`config.mk`:
```
export PLATFORM = sky130hd
export DESIGN_NAME = seq_multiplier_sm
export DESIGN_NICKNAME = d
export VERILOG_FILES = /design/src/rtl/seq_multiplier_sm.sv
export SDC_FILE = /design/constraint.sdc
export NUM_CORES = 1
export LEC_CHECK = 0
export CAP_MARGIN = 10
export CORE_MARGIN = 3
export CORE_UTILIZATION = 36
export CTS_CLUSTER_SIZE = 28
export DETAILED_ROUTE_END_ITERATION = 6
export SYNTH_ARGS = -nofsm -noshare
export SYNTH_HDL_FRONTEND = slang
export SYNTH_SLANG_ARGS = --single-unit
```
`constraint.sdc`:
```
create_clock -name clock -period 2.53 [get_ports clock]
set_input_delay 0.759 -clock clock [delete_from_list [all_inputs] [get_ports clock]]
set_output_delay 0.759 -clock clock [all_outputs]
set_load 0.02 [all_outputs]
```
`src/rtl/seq_multiplier_sm.sv`:
```
// Sequential shift-add multiplier, signed/unsigned,
// with start/ready handshake and a one-cycle done pulse.
module seq_multiplier_sm #(
  parameter int L_word = 8
) (
  input  logic                  clock,
  input  logic                  reset_b,
  input  logic                  start,
  input  logic                  signed_mode,
  input  logic [L_word-1:0]     word1,
  input  logic [L_word-1:0]     word2,
  output logic [2*L_word-1:0]   product,
  output logic                  ready,
  output logic                  done
);

  localparam int PW = 2 * L_word;

  typedef enum logic [1:0] {
    S_idle,
    S_run,
    S_fix,
    S_done
  } state_t;

  state_t            state_q, state_d;
  logic [PW-1:0]     prod_q, prod_d;
  logic [PW-1:0]     mcand_q, mcand_d;
  logic [L_word-1:0] mplr_q, mplr_d;
  logic              neg_q, neg_d;
  logic              done_q, done_d;

  logic [L_word-1:0] mag1, mag2, mplr_sh;
  logic              launch;

  // Operand magnitudes; -2^(L-1) maps to 2^(L-1), still fits unsigned
  always_comb begin
    mag1 = word1;
    mag2 = word2;
    if (signed_mode && word1[L_word-1]) mag1 = -word1;
    if (signed_mode && word2[L_word-1]) mag2 = -word2;
  end

  assign ready   = (state_q == S_idle) || (state_q == S_done);
  assign launch  = ready && start;
  assign mplr_sh = mplr_q >> 1;
  assign product = prod_q;
  assign done    = done_q;

  // Next-state and datapath update
  always_comb begin
    state_d = state_q;
    prod_d  = prod_q;
    mcand_d = mcand_q;
    mplr_d  = mplr_q;
    neg_d   = neg_q;
    done_d  = 1'b0;
    unique case (state_q)
      S_idle, S_done: begin
        if (launch) begin
          neg_d  = signed_mode
                 & (word1[L_word-1] ^ word2[L_word-1]);
          prod_d = '0;
          if (mag1 == '0 || mag2 == '0) begin
            state_d = S_done;
            done_d  = 1'b1;
          end else begin
            mcand_d = {{L_word{1'b0}}, mag1};
            mplr_d  = mag2;
            state_d = S_run;
          end
        end
      end
      S_run: begin
        if (mplr_q[0]) prod_d = prod_q + mcand_q;
        mcand_d = mcand_q << 1;
        mplr_d  = mplr_sh;
        if (mplr_sh == '0) state_d = S_fix;
      end
      S_fix: begin
        if (neg_q) prod_d = -prod_q;
        state_d = S_done;
        done_d  = 1'b1;
      end
      default: state_d = S_idle;
    endcase
  end

  // State and datapath registers
  always_ff @(posedge clock or negedge reset_b) begin
    if (!reset_b) begin
      state_q <= S_idle;
      prod_q  <= '0;
      mcand_q <= '0;
      mplr_q  <= '0;
      neg_q   <= 1'b0;
      done_q  <= 1'b0;
    end else begin
      state_q <= state_d;
      prod_q  <= prod_d;
      mcand_q <= mcand_d;
      mplr_q  <= mplr_d;
      neg_q   <= neg_d;
      done_q  <= done_d;
    end
  end

endmodule

```
==> results by group, run 1 <==
Global route
  – Largest net degree at the start of global routing: 45
  – Initial antenna violation count: 0
  – Vias in the first global route: 3633
  – First-pass GRT wire length: 17300 µm
  – Gr usage total: 0.183
  – Congestion Overflow GR: 0

Synthesis
  – Register bit total from synthesis: 44
  – Most numerous cell in the Yosys netlist: dfrtp_1
  – Fraction of registers with async set/reset: 1.00
  – Synth top cells by count: 44 x dfrtp_1, 39 x o21ai_0, 33 x a21oi_1, 31 x nand2_1, 22 x nor2_1
  – Netlist Area Pre-Place: 0.00360 mm²
  – Synth Net Count: 449
  – Yosys cell types: 65
  – Top FF cell, synth: dfrtp_1
  – Cell type with the highest aggregate area in the netlist: dfrtp_1
  – Yosys Warn Count: 0
  – Syn Area/Cell: 8.86 µm²
  – Mapped Cells: 407
  – Dominant cells by area after synthesis: dfrtp_1 31%, ha_1 7.3%, o21ai_0 5.4%, a21oi_1 4.6%, mux2i_1 3.3%
  – Number of flops mapped to enable cells by yosys: 0
  – Seq/Total Area, Yosys: 0.305
  – Top-area cell type share of the netlist area: 0.305

Timing
  – Clk_skew: 0.00679 ns
  – Final WS setup: -0.159 ns
  – Max Fclk: 372 MHz
  – Worst slew pin tran: 0.606 ns
  – Final Cycle Share: 1.06
  – Min Hold Slack: 0.526 ns
  – Final Setup Violations: 15
  – Slew headroom: 0.596
  – Minimum period implied by the final worst setup slack: 2.69 ns
  – Fin. Hold Viols: 0
  – Max Slew Vio Count: 0
  – Post-route setup TNS: -1.51 ns
  – RSZ-0062 raised after global routing: true

Placed design
  – Placed cell areas: 0.00457 mm²
  – Placement Setup Slack: -1.05 ns
  – Placed Cells: 621
  – Final Wtd Congestion: 0.853
  – Hpwl dp: 7400 µm
  – Port bufs: 37

Drt
  – ANT nets after route: 0
  – 1st-pass router iterations: 6
  – Met2 Wirelength: 5250 µm
  – Metal3 WL: 331 µm
  – Drt total wl: 10300 µm
  – Vias per cell: 5.52
  – Met1 Wirelength: 4570 µm
  – WL/cell: 16.0 µm
  – DR top layer: met4
  – Via Count: 3537
  – Starting DRT DRC Count: 146
  – Drt drc: 0

Cells and area
  – Final non-filler cell total: 641
  – Nets@finish: 555
  – N_diodes: 0
  – Layout area overhead: 41.3%
  – Fraction of layout cells with a size suffix above 1: 0.281
  – Fillers: 877
  – Fin area: 0.00509 mm²

Job
  – Max-cap violations: 0

Clock network
  – CTS clk-pin slew, worst paths: 0.09 ns
  – H-tree level count: 2
  – CTS sink count: 44
  – CTS tree: built
  – Max clock buf depth: 2
  – Clock root cell: clkbuf_8
  – CTS buffer count: 5
  – Clk_lat worst skew: 0.30 ns

Die
  – Die area: 0.0112 mm²
  – DIE WIDTH: 106 µm
  – Starting density of the core: 0.379
  – Core Region: 0.00950 mm²
  – IO Count: 38
  – Row cnt: 35
  – Die Height: 106 µm

Setup path
  – Slowest-stage cell, CP: or4b_4
  – WP data required: 2.72 ns
  – Critical Path Max Stage Delay: 0.49 ns
  – FF-to-FF setup slack: 0.07 ns
  – CP startpoint kind: input port
  – Worst-path fanout max: 6
  – Worst Reg-to-Reg Cells: 6
  – CP Data Arrival Time: 2.87 ns
  – CP endpoint kind: flip-flop
  – R2R Path End: product[15]$_DFFE_PN0P_
  – Stages on worst setup path: 10
  – RR Startpoint: product[2]$_DFFE_PN0P_
  – CP Class: in2reg
  – Critical Path, Cell by Cell: buf_12 -> inv_12 -> ha_4 -> or4b_4 -> o311a_4 -> nor3_4 -> o21ai_4 -> nand4_4 -> mux2_4 -> o221a_4
  – Delay-heaviest family, CP: simple AND/OR/NAND/NOR gates
  – Buffers plus inverters on the worst setup path: 2

Status
  – Status: finished, violations left
  – Failing checks: negative setup slack

Power
  – Max VDD drop: 410 µV
  – Pwr/cell area: 1140 mW/mm²
  – Leak Pwr: 2.30 nW

Worst hold path
  – Hold Path Class: in2async
registers in the layout (all words and copies together), names as in the netlist:
register and flops:
product 16, state_q 2, done 1, mcand_q 16, neg_q 1, mplr_q 8
worst max-delay path by stage:
stage	startpoint	end	slack, ns
2_1_floorplan	word1[0]	mcand_q[2]$_DFFE_PN0P_	-0.33
3_3_place_gp	word1[0]	mcand_q[5]$_DFFE_PN0P_	-1.0
3_5_place_dp	word1[0]	mcand_q[4]$_DFFE_PN0P_	-1.05
4_1_cts	word1[1]	mplr_q[4]$_DFFE_PN0P_	-0.22
5_1_grt	word2[2]	mcand_q[4]$_DFFE_PN0P_	-0.25
6_report	word1[0]	mcand_q[7]$_DFFE_PN0P_	-0.16
placed cells by master, fill, tap and decap left out, types with 4 or more instances in the layout:
cell type / n
a21o_1: 6
a21oi_1: 31
a22oi_1: 5
buf_4: 65
buf_6: 7
clkbuf_8: 5
clkdlybuf4s50_1: 20
dfrtp_1: 44
dlygate4sd2_1: 7
dlymetal6s2s_1: 4
ha_1: 20
inv_1: 19
mux2_4: 8
mux2i_1: 11
nand2_1: 30
nand2b_1: 9
nand3_1: 6
nor2_1: 21
nor2b_1: 4
nor3_1: 14
o211ai_1: 10
o21ai_0: 29
o21ai_2: 7
o221a_4: 6
o41ai_1: 6
or2b_1: 4
or3_1: 4
xnor2_1: 12
xor2_1: 13
layer usage:
layer / up-vias / track usage
met5: - / 0
met4: 0 / 0.0416
met3: 9 / 0.0231
met2: 69 / 0.337
met1: 1709 / 0.228
li1: 1750 / -
cell families after synthesis:
family                     after synthesis  synth area share
DFF                                     44             0.305
adders and majority gates               22            0.0784
xor gates and xnor gates                25            0.0607
AOI/OAI and AO/OA                      139             0.262
buffers and inverters                   36            0.0455
and+or+nand+nor                        121             0.187
muxes                                   20            0.0604
area by class of cell:
type / count / area [µm²] / share of cell area
inverters: 21 / 96.3 / 0.0189
multi-input cells: 328 / 2620 / 0.515
repair buffers: 113 / 1010 / 0.199
clock buffers: 5 / 68.8 / 0.0135
well taps: 129 / 161 / 0.0317
clock inverters: 1 / 30.0 / 0.00590
flip-flops and latches: 44 / 1100 / 0.216
stage by stage:
step	total power, mW	utilization
after floorplan	3.61	-
after global placement	4.78	0.480
after detailed placement	4.88	0.480
after CTS	5.67	0.517
after global routing	6.29	0.536
final	5.83	0.536
power by group:
group	switching, mW	internal [mW]	leakage, nW
Combinational	2.02	1.95	1.68
Clock	0.249	0.284	0.0501
Sequential	0.339	0.980	0.573
timing repair:
action / in CTS / in global routing
cloned: 1 / 0
setup buffers: 10 / 3
endpoints found under the hold margin: 0 / 0
resized for setup: 54 / 42
setup endpoints to repair: 30 / 34
pin swaps: 15 / 18
hold buffers: 0 / 0
Note: power is estimated with default switching activity, not from simulation.
==> run 2: changes to the inputs <==
--- a/config.mk
+++ b/config.mk
@@ -7,9 +7,10 @@
 export LEC_CHECK = 0
 export CAP_MARGIN = 10
 export CORE_MARGIN = 3
-export CORE_UTILIZATION = 36
+export CORE_UTILIZATION = 52
 export CTS_CLUSTER_SIZE = 28
 export DETAILED_ROUTE_END_ITERATION = 6
+export PLACE_DENSITY = 0.74
 export SYNTH_ARGS = -nofsm -noshare
 export SYNTH_HDL_FRONTEND = slang
 export SYNTH_SLANG_ARGS = --single-unit
==> run 2 against run 1 <==
  * The run still ends with negative setup slack left
  * Core utilization rose by 25 points
  * Non-clock buffer count rose by 13
  * Die area fell by 29%
  * Cell count fell by 5.8%
  * Largest cell class unchanged
  * Highest routed layer unchanged
==> results by group, run 2 (synthesis results as in run 1) <==
Drt
  – Metal3 WL: 514 µm
  – ANT nets after route: 0
  – Vias per cell: 6.15
  – Drt drc: 0
  – Drt total wl: 11100 µm
  – Starting DRT DRC Count: 284
  – WL/cell: 18.3 µm
  – Met1 Wirelength: 4740 µm
  – DR top layer: met4
  – Met2 Wirelength: 5560 µm
  – Via Count: 3717
  – 1st-pass router iterations: 5

Timing
  – Min Hold Slack: 0.436 ns
  – Final WS setup: -0.192 ns
  – Fin. Hold Viols: 0
  – Final Cycle Share: 1.08
  – Max Slew Vio Count: 0
  – RSZ-0062 raised after global routing: true
  – Final Setup Violations: 23
  – Post-route setup TNS: -2.37 ns
  – Clk_skew: 0.0113 ns
  – Worst slew pin tran: 0.553 ns
  – Slew headroom: 0.632
  – Minimum period implied by the final worst setup slack: 2.72 ns
  – Max Fclk: 367 MHz

Cells and area
  – Nets@finish: 568
  – N_diodes: 0
  – Layout area overhead: 42.6%
  – Fin area: 0.00514 mm²
  – Commonest cells after routing, fill and taps aside: 80 x buf_4, 43 x dfrtp_1, 33 x o21ai_0
  – Fraction of layout cells with a size suffix above 1: 0.315
  – Commonest non-fill, non-tap cell in the layout: buf_4
  – Fillers: 436
  – Final non-filler cell total: 604

Global route
  – Vias in the first global route: 3513
  – Congestion Overflow GR: 0
  – Largest net degree at the start of global routing: 24
  – Gr usage total: 0.272
  – First-pass GRT wire length: 16900 µm
  – Initial antenna violation count: 0

Die
  – Core Region: 0.00653 mm²
  – IO Count: 38
  – Die area: 0.00797 mm²
  – Die Height: 89.3 µm
  – DIE WIDTH: 89.3 µm
  – Row cnt: 29
  – Starting density of the core: 0.552

Placed design
  – Hpwl dp: 7450 µm
  – Placed cell areas: 0.00453 mm²
  – Placed Cells: 573
  – Final Wtd Congestion: 0.953
  – Port bufs: 37

Setup path
  – Worst-path fanout max: 7
  – CP Class: in2reg
  – CP Data Arrival Time: 2.91 ns
  – CP startpoint kind: input port
  – CP endpoint kind: flip-flop
  – Worst Reg-to-Reg Cells: 8
  – WP data required: 2.72 ns

Power
  – Sw Pwr: 2.67 mW
  – Pwr/cell area: 1150 mW/mm²
  – Clk pwr share: 0.098
  – Comb power frac: 0.676
  – Max VDD drop: 853 µV
  – Switching Share: 0.451
  – Leak Pwr: 2.36 nW
  – P_int: 3.25 mW
  – Sequential share of power: 0.225

Status
  – Failing checks: negative setup slack
  – Status: finished, violations left

Worst hold path
  – Hold Path Class: in2async

Clock network
  – Clk_lat worst skew: 0.30 ns
  – Max clock buf depth: 2
  – CTS tree: built
  – CTS buffer count: 5
  – Clock root cell: clkbuf_8
  – CTS sink count: 44
  – Hold-fix buffers, CTS: 0
  – H-tree level count: 2
  – CTS clk-pin slew, worst paths: 0.09 ns

Job
  – Max-cap violations: 0
run 2: critical path, cell delays in order:
cell     delay [ns]
buf_12         0.11
inv_12         0.05
ha_4           0.13
or4b_4         0.48
o311a_4        0.33
nor3_4         0.15
o21ai_4        0.13
a31oi_4        0.24
buf_6          0.17
or2b_1         0.25
o221a_4        0.12
run 2: path summary, 6_finish.rpt:
path                                        start                      end  slack (ns)
max                                      word1[0]   mcand_q[4]$_DFFE_PN0P_       -0.19
min in group clock              neg_q$_DFFE_PN0P_        neg_q$_DFFE_PN0P_        0.50
max in group asynchronous                 reset_b   product[2]$_DFFE_PN0P_        1.51
min reg2reg                     neg_q$_DFFE_PN0P_        neg_q$_DFFE_PN0P_        0.50
max reg2reg                product[0]$_DFFE_PN0P_  product[15]$_DFFE_PN0P_        0.04
min                                       reset_b   mcand_q[0]$_DFFE_PN0P_        0.44
run 2: layout make-up:
class                   instances  area, µm²  share of cell area
flip-flops and latches         44       1100               0.215
clock inverters                 2       38.8             0.00755
inverters                      21       96.3              0.0187
well taps                      77       96.3              0.0187
clock buffers                   6       82.6              0.0161
repair buffers                126       1080               0.211
multi-input cells             328       2640               0.514
run 2: metrics by stage:
stage,worst slack [ns],power (mW),utilization
detailed placement,-1.05,4.74,0.694
floorplan,-0.326,3.61,-
global route,-0.229,6.33,0.787
finish,-0.192,5.92,0.787
CTS,-0.246,5.52,0.751
global placement,-1.01,4.66,0.694
run 2: power by group through the flow:
stage | registers, mW | clock network, mW | logic, mW
finish | 1.33 | 0.582 | 4.00
global route | 1.37 | 0.614 | 4.34
CTS | 1.30 | 0.588 | 3.63
detailed placement | 1.30 | 0 | 3.44
global placement | 1.30 | 0 | 3.36
floorplan | 1.34 | 0 | 2.27
run 2: repair_timing:
item / CTS / global route
gates cloned: 1 / 0
pin swaps: 16 / 21
gates resized for setup: 49 / 52
setup buffers: 17 / 5
endpoints found under the setup margin: 27 / 32
run 2: metal layers:
layer	up-vias	GRT usage
li1	1783	-
met5	-	0
met4	0	0.0717
met3	24	0.0406
met2	125	0.460
met1	1785	0.363
==> run 3: changes to the inputs <==
--- a/config.mk
+++ b/config.mk
@@ -10,6 +10,7 @@
 export CORE_UTILIZATION = 52
 export CTS_CLUSTER_SIZE = 28
 export DETAILED_ROUTE_END_ITERATION = 6
+export GPL_TIMING_DRIVEN = 0
 export PLACE_DENSITY = 0.74
 export SYNTH_ARGS = -nofsm -noshare
 export SYNTH_HDL_FRONTEND = slang
==> run 3 against run 2 <==
  * The run still ends with negative setup slack left
  * Cell count shrank 9.9%
  * Via count shrank 6.2%
  * Sequential power is essentially flat
  * Design area shrank 12%
  * Setup slack lost 0.018 ns
  * Total power shrank 8.3%
  * Clock skew shrank 0.0032 ns
  * Core utilization shrank 9.3 points
  * Critical path type unchanged
==> results by group, run 3 (synthesis results as in run 1) <==
Status
  – Status: finished, violations left
  – Failing checks: negative setup slack

Global route
  – Congestion Overflow GR: 0
  – Vias in the first global route: 3229
  – Gr usage total: 0.254
  – Initial antenna violation count: 0
  – Largest net degree at the start of global routing: 32
  – First-pass GRT wire length: 15800 µm

Cells and area
  – Fin area: 0.00453 mm²
  – Fraction of layout cells with a size suffix above 1: 0.210
  – Nets@finish: 511
  – Fillers: 521
  – N_diodes: 0
  – Layout area overhead: 25.8%
  – Commonest non-fill, non-tap cell in the layout: dfrtp_1
  – Commonest cells after routing, fill and taps aside: 42 x dfrtp_1, 31 x a21oi_1, 29 x nand2_1, 29 x o21ai_0, 21 x nor2_1

Die
  – IO Count: 38
  – Core Region: 0.00653 mm²
  – Starting density of the core: 0.552
  – Die Height: 89.3 µm
  – Die area: 0.00797 mm²
  – DIE WIDTH: 89.3 µm
  – Row cnt: 29

Placed design
  – Placed cell areas: 0.00412 mm²
  – Port bufs: 36
  – Final Wtd Congestion: 0.915
  – Hpwl dp: 7090 µm

Job
  – Max-cap violations: 0

Timing
  – Minimum period implied by the final worst setup slack: 2.74 ns
  – Max Slew Vio Count: 0
  – Worst slew pin tran: 0.776 ns
  – Final WS setup: -0.211 ns
  – Slew headroom: 0.476
  – Final Setup Violations: 25
  – Max Fclk: 365 MHz
  – Clk_skew: 0.00812 ns
  – Min Hold Slack: 0.348 ns
  – Final Cycle Share: 1.08
  – RSZ-0062 raised after global routing: true
  – Fin. Hold Viols: 0

Clock network
  – CTS clk-pin slew, worst paths: 0.08 ns
  – H-tree level count: 2
  – CTS tree: built
  – Clk_lat worst skew: 0.30 ns
  – CTS sink count: 44
  – Clock root cell: clkbuf_8
  – Max clock buf depth: 2
  – CTS buffer count: 5

Drt
  – Starting DRT DRC Count: 268
  – Via Count: 3486
  – Drt total wl: 9970 µm
  – ANT nets after route: 0
  – 1st-pass router iterations: 5
  – Vias per cell: 6.41
  – WL/cell: 18.3 µm
  – Drt drc: 0

Setup path
  – CP Data Arrival Time: 2.93 ns
  – Worst-path fanout max: 4
  – WP data required: 2.72 ns
  – CP Class: in2reg
  – CP startpoint kind: input port
  – CP endpoint kind: flip-flop

Worst hold path
  – Hold Path Class: in2async

Power
  – Max VDD drop: 755 µV
  – Leak Pwr: 1.99 nW
  – Pwr/cell area: 1200 mW/mm²
## run 3: routing by layer
layer	routed length (µm)	track usage	vias to the layer above
met3	441	0.0396	13
met5	0	0	-
met4	136	0.0704	0
met2	4700	0.399	110
met1	4690	0.363	1709
li1	-	-	1654
## run 3: report_power, final
| group | leakage (nW) | internal (mW) | switching, mW |
|---|---|---|---|
| registers | 0.570 | 0.983 | 0.379 |
| clock network | 0.0359 | 0.179 | 0.241 |
| logic | 1.39 | 1.70 | 1.94 |
| total | 1.99 | 2.87 | 2.56 |
## run 3: area by class of cell
| class | instances | area, µm² | share of cell area |
|---|---|---|---|
| buffer | 15 | 116 | 0.0257 |
| tap | 77 | 96.3 | 0.0212 |
| inverter | 21 | 96.3 | 0.0212 |
| multi-input combinational | 327 | 2540 | 0.560 |
| sequential | 44 | 1100 | 0.243 |
| timing repair buffer | 55 | 515 | 0.114 |
| clock buffer | 5 | 68.8 | 0.0152 |
## run 3: metrics by stage
stage	cells	power, mW	setup slack (ns)	TNS, ns	util
floorplan	407	3.61	-0.326	-3.60	-
detailed placement	521	4.53	-1.25	-35.22	0.631
global route	544	5.83	-0.258	-4.61	0.694
finish	544	5.43	-0.211	-2.80	0.694
global placement	520	4.45	-1.20	-58.89	0.629
CTS	539	5.23	-0.290	-4.99	0.678
## run 3: critical path, stage by stage
cell,delay (ns)
buf_8,0.10
inv_6,0.05
ha_4,0.13
or4b_4,0.47
or2_2,0.31
a21oi_2,0.19
o21ai_4,0.12
nand4_4,0.13
buf_12,0.13
mux2_4,0.30
o221a_4,0.23
## run 3: path summary, 6_finish.rpt
check	depth (start not counted)	end	slack [ns]	from
min in group clock	2	neg_q$_DFFE_PN0P_	0.50	neg_q$_DFFE_PN0P_
max in group asynchronous	2	mcand_q[15]$_DFFE_PN0P_	1.69	reset_b
hold reg to reg	2	neg_q$_DFFE_PN0P_	0.50	neg_q$_DFFE_PN0P_
hold / removal	1	mcand_q[3]$_DFFE_PN0P_	0.35	reset_b
setup / recovery	11	mcand_q[6]$_DFFE_PN0P_	-0.21	word1[1]
setup reg to reg	6	product[15]$_DFFE_PN0P_	0.01	product[2]$_DFFE_PN0P_
## run 3: what timing repair did
item	4_1_cts	5_1_grt
resized for setup	69	45
hold buffers	0	0
pin swaps	10	15
setup buffers	12	4
setup endpoints to repair	42	40
gates cloned	1	1
